==> src/rtl/apb_slave_pkg.sv <==
// Shared APB completer types and constants: FSM state encoding, bus widths, address-window hit compare.
package apb_slave_pkg;

  localparam int APB_DATA_W = 32;
  localparam int APB_ADDR_W = 32;

  typedef enum logic {
    ST_IDLE,
    ST_ACCESS
  } apb_slv_state_t;

  // Bits below 'lo' select a register or byte lane; only the bits above it must match the base.
  function automatic logic addr_hit(input logic [APB_ADDR_W-1:0] addr,
                                    input logic [APB_ADDR_W-1:0] base,
                                    input int                    lo);
    logic [APB_ADDR_W-1:0] mask;
    mask = {APB_ADDR_W{1'b1}} << lo;
    return ((addr ^ base) & mask) == '0;
  endfunction

endpackage

==> src/rtl/apb_wait_counter.sv <==
// Wait-state counter: loads LOAD_VAL at setup, counts down while the access phase is held, flags zero.
// Zero flag is combinational from the counter register; no backpressure of its own.
module apb_wait_counter #(
  parameter int             CNT_W    = 4,
  parameter logic [CNT_W-1:0] LOAD_VAL = '0
) (
  input  logic clk,
  input  logic reset,
  input  logic load,
  input  logic dec,
  output logic zero
);

  logic [CNT_W-1:0] cnt;

  always_ff @(posedge clk) begin
    if (reset) begin
      cnt <= '0;
    end else if (load) begin
      cnt <= LOAD_VAL;
    end else if (dec && (cnt != '0)) begin
      cnt <= cnt - 1'b1;
    end
  end

  assign zero = (cnt == '0);

endmodule

==> src/rtl/apb_slave_regfile.sv <==
// APB completer into a NUM_REGS x 32-bit register file; completes WAIT_CYCLES+1 cycles after setup, pready_o is the only stall.
// Optional error response on address miss when APB_SLAVE_PSLVERR_EN is defined.
module apb_slave_regfile
  import apb_slave_pkg::*;
#(
  parameter int                    NUM_REGS    = 4,
  parameter logic [APB_ADDR_W-1:0] BASE_ADDR   = 32'hDEAD_CAF0,
  parameter int                    WAIT_CYCLES = 1,
  parameter logic [APB_DATA_W-1:0] RESET_VAL   = 32'h0
) (
  input  logic                  clk,
  input  logic                  reset,
  input  logic                  psel_i,
  input  logic                  penable_i,
  input  logic [APB_ADDR_W-1:0] paddr_i,
  input  logic                  pwrite_i,
  input  logic [APB_DATA_W-1:0] pwdata_i,
  output logic                  pready_o,
  output logic [APB_DATA_W-1:0] prdata_o
`ifdef APB_SLAVE_PSLVERR_EN
  ,
  output logic                  pslverr_o
`endif
);

  localparam int IDX_LSB = 2;
  localparam int IDX_W   = $clog2(NUM_REGS);

  apb_slv_state_t        state_q, state_d;
  logic                  load, dec, cnt_zero, done, hit;
  logic [IDX_W-1:0]      idx;
  logic [APB_DATA_W-1:0] regs [NUM_REGS];

  assign hit = addr_hit(paddr_i, BASE_ADDR, IDX_LSB + IDX_W);
  assign idx = paddr_i[IDX_LSB +: IDX_W];

  apb_wait_counter #(
    .CNT_W    (4),
    .LOAD_VAL (4'(WAIT_CYCLES))
  ) u_wait (
    .clk   (clk),
    .reset (reset),
    .load  (load),
    .dec   (dec),
    .zero  (cnt_zero)
  );

  always_ff @(posedge clk) begin
    if (reset) begin
      state_q <= ST_IDLE;
    end else begin
      state_q <= state_d;
    end
  end

  always_comb begin
    state_d = state_q;
    load    = 1'b0;
    dec     = 1'b0;
    done    = 1'b0;
    case (state_q)
      ST_IDLE: begin
        if (psel_i && !penable_i) begin
          state_d = ST_ACCESS;
          load    = 1'b1;
        end
      end
      ST_ACCESS: begin
        // A dropped select mid-access abandons the transfer without completing it.
        if (!psel_i) begin
          state_d = ST_IDLE;
        end else if (penable_i) begin
          dec = 1'b1;
          if (cnt_zero) begin
            done    = 1'b1;
            state_d = ST_IDLE;
          end
        end
      end
      default: state_d = ST_IDLE;
    endcase
  end

  always_ff @(posedge clk) begin
    if (reset) begin
      for (int i = 0; i < NUM_REGS; i++) begin
        regs[i] <= RESET_VAL;
      end
    end else if (done && pwrite_i && hit) begin
      regs[idx] <= pwdata_i;
    end
  end

  assign pready_o = done;
  assign prdata_o = (done && !pwrite_i && hit) ? regs[idx] : '0;

`ifdef APB_SLAVE_PSLVERR_EN
  assign pslverr_o = done && !hit;
`endif

endmodule
==> config.mk <==
export PLATFORM = sky130hd
export DESIGN_NAME = apb_slave_regfile
export DESIGN_NICKNAME = d
export VERILOG_FILES = /design/src/rtl/apb_slave_pkg.sv /design/src/rtl/apb_wait_counter.sv /design/src/rtl/apb_slave_regfile.sv
export SDC_FILE = /design/constraint.sdc
export NUM_CORES = 1
export LEC_CHECK = 0
export CAP_MARGIN = 20
export CORE_MARGIN = 2
export CORE_UTILIZATION = 45
export DETAILED_ROUTE_END_ITERATION = 8
export GPL_TIMING_DRIVEN = 0
export PLACE_DENSITY = 0.79
export SETUP_SLACK_MARGIN = 0.3
export SYNTH_ARGS = -nofsm -noshare
export SYNTH_HDL_FRONTEND = slang
export SYNTH_HIERARCHICAL = 1
export SYNTH_SLANG_ARGS = --single-unit
==> constraint.sdc <==
create_clock -name clk -period 3.55 [get_ports clk]
set_clock_uncertainty 0.15 [all_clocks]
set_input_delay 1.065 -clock clk [delete_from_list [all_inputs] [get_ports clk]]
set_output_delay 1.065 -clock clk [all_outputs]
set_load 0.02 [all_outputs]
==> flow_summary.toml <==
[power_and_ir_drop]
power_leakage_nw = 3.58
pwr-share-clk = 0.466
p_switching_w = 0.000784
p_int_w = 0.00304
power_density_mw_per_mm2 = 445
ir_worst_vdd_v = 0.000388
p_seq_frac = 0.466
p_sw_frac = 0.205
pwr-share-comb = 0.068

[final_layout]
syn2layout_area_growth_pct = 39.1
drive_gt1_frac = 0.357
layout_common_cells = "edfxtp_1 (128), and3_1 (97), buf_6 (36)"
fill_cells = 965
multi_input_area_mm2 = 0.00234
final_net_count = 612
final_common_cell = "edfxtp_1"
seq_area_mm2 = 0.00395
antenna_cells = 0
stdcell_area_mm2 = 0.00859
fin_util = 0.644

[route]
drt_iter0_markers = 383
wl_um = 15600
first_pass_iters = 5
via_per_inst = 5.66
vias = 4141
drtAntennaViolNets = 0
wl_per_cell_um = 21.3
drc_errors = 0

[die]
core_area_mm2 = 0.0133
rows = 42
ios = 102
die_y_um = 121
die_area_mm2 = 0.0147
dieWidth_um = 121
start_util = 0.463

[synthesis]
synth_nets = 475
synth_compound_area_frac = 0.0126
syn-cell-area_mm2 = 0.00618
synth_top_area_cell = "edfxtp_1"
synth_mux_area_frac = 0.117
synthSimpleGateAreaFrac = 0.198
ys_warn_count = 6
synth_top_area_share = 0.622
syn_area_per_cell_um2 = 15.3
seq_area_frac_synth = 0.638
synthTopCellsByArea = "edfxtp_1 (62%), mux4_2 (12%), and3_1 (9.9%)"
ys_ff_latch = 133
synth_xor_area_frac = 0
syn_inst = 405
synth_top_family_by_area = "simple AND/OR/NAND/NOR gates"
synth_fa_ha_area_frac = 0.00202
synthDistinctLibCells = 37

[job]
cap_viol_max_count = 0

[outcome]
status = "finished, violations left"
violations = "setup timing"

[global_route]
overflow = 0
grt_pass1_wl_um = 24000
antenna_found_initial = 0
grt_usage = 0.225
grt_pass1_vias = 4664
grt_max_degree = 33

[sta]
worstMarginPinSlew_ps = 698
whs_ps = 357
slew_headroom = 0.535
grt_setup_unrepaired = "yes"
period_share = 1.16
drv_slew = 0
worst_slack_ps = -584
max_freq_mhz = 242
period_needed_ps = 4130
setup_viol = 32
hold_violations = 0

[cts]
cts_tree = "built"
root_buffer = "clkbuf_16"
cts.sinks = 133
cts-buffers-inserted = 17
clk_latency_ps = 420
htree_levels = 4
clockBufferDepth = 2
clkTransAtPathRegs_ps = 60

[placed_design]
placed_area_mm2 = 0.00764
gp_congestion = 0.772
port_buffers = 97
dp.final_hpwl_um = 9310

[critical_path]
critPathMostFrequentCell = "buf_6"
required_ps = 2330
end_kind = "output pin"
slowest_delay_ps = 580
path_cells = "buf_6 > nand4b_1 > or4_4 > or3_4 > buf_12 > clkbuf_16 > nor2b_4 > buf_6"
path_max_fanout = 7
critical_path_arrival_ps = 2920
path_class = "input pin to output pin"
worst_path_max_delay_cell = "or4_4"
critPathLaunchType = "input pin"

[hold_path]
worstHoldPathType = "flop to flop"
final cells by class:
class                           count  share of cell area
Buffer                             34              0.0269
Clock buffer                       19              0.0527
Clock inverter                     13              0.0182
Inverter                            6             0.00262
Multi-Input combinational cell    232               0.273
Sequential cell                   133               0.459
Tap cell                          176              0.0256
Timing Repair Buffer              118               0.142
state kept, by name, indices dropped and copies added, names as in the netlist:
| register | cells |
|---|---|
| u_wait/cnt | 4 |
| regs | 128 |
| state_q | 1 |
through the flow:
step                cells  setup WS, ps  total power (W)  TNS (ps)
floorplan             405          -211          0.00194     -6310
global placement      678         -1250          0.00206    -76050
detailed placement    678         -1280          0.00207    -88130
CTS                   723          -615          0.00382    -16820
global route          731          -641          0.00391    -17510
finish                731          -584          0.00382    -15810
worst paths after layout:
path / slack (ps) / endpoint / startpoint / cells past startpoint
max: -580 / prdata_o[18] / paddr_i[12] / 8
max reg2reg: 480 / regs[3][14] / u_wait/cnt[1] / 12
min reg2reg: 360 / u_wait/cnt[3] / u_wait/cnt[3] / 2
min: 360 / u_wait/cnt[3] / u_wait/cnt[3] / 2
metal layers:
| metal | wire length, um | share of wire | global-route usage |
|---|---|---|---|
| met4 | 359 | 0.023 | 0.104 |
| met2 | 8460 | 0.54 | 0.405 |
| met5 | 0 | 0 | 0 |
| met3 | 1110 | 0.071 | 0.0545 |
| met1 | 5630 | 0.36 | 0.250 |
cells by family after synthesis:
| group | Yosys count |
|---|---|
| AO/OA/AOI/OAI | 10 |
| adder cells (fa/ha/maj) | 1 |
| buffers and inverters | 40 |
| flip-flops | 133 |
| multiplexers | 32 |
| AND/OR/NAND/NOR | 189 |
timing repair:
item / 4_1_cts / 5_1_grt
hold endpoints to repair: 0 / 0
pin swaps: 10 / 6
buffers inserted: 10 / 8
resized for setup: 256 / 22
hold buffers: 0 / 0
setup endpoints to repair: 161 / 162
gates cloned: 3 / 0
cells in the mapped netlist, drive strengths merged:
cell type / number
a211oi: 1
a21oi: 3
a31o: 3
a41o: 1
and2: 32
and3: 100
and3b: 1
and4: 1
and4b: 3
buf: 20
clkbuf: 14
dfxtp: 5
edfxtp: 128
ha: 1
inv: 6
mux4: 32
nand2: 2
nand4: 1
nand4b: 3
nand4bb: 1
nor2: 2
nor2b: 33
nor3: 1
nor3b: 1
nor4: 2
nor4bb: 1
o21ai: 1
o31a: 1
or3: 2
or3b: 1
or4: 1
or4b: 1
power groups by stage:
stage / logic (W) / registers [W] / clock network, W
after floorplan: 0.000133 / 0.00181 / 0
after global placement: 0.000254 / 0.00181 / 0
after detailed placement: 0.000260 / 0.00181 / 0
after CTS: 0.000256 / 0.00178 / 0.00178
after global routing: 0.000278 / 0.00179 / 0.00185
final: 0.000261 / 0.00178 / 0.00178
worst max-delay path, delay by kind of cell:
family,cells,cell delay (ps)
AND/OR/NAND/NOR,4,1320
buffers and inverters,4,540
No activity file was read; power rests on OpenSTA's default activity.
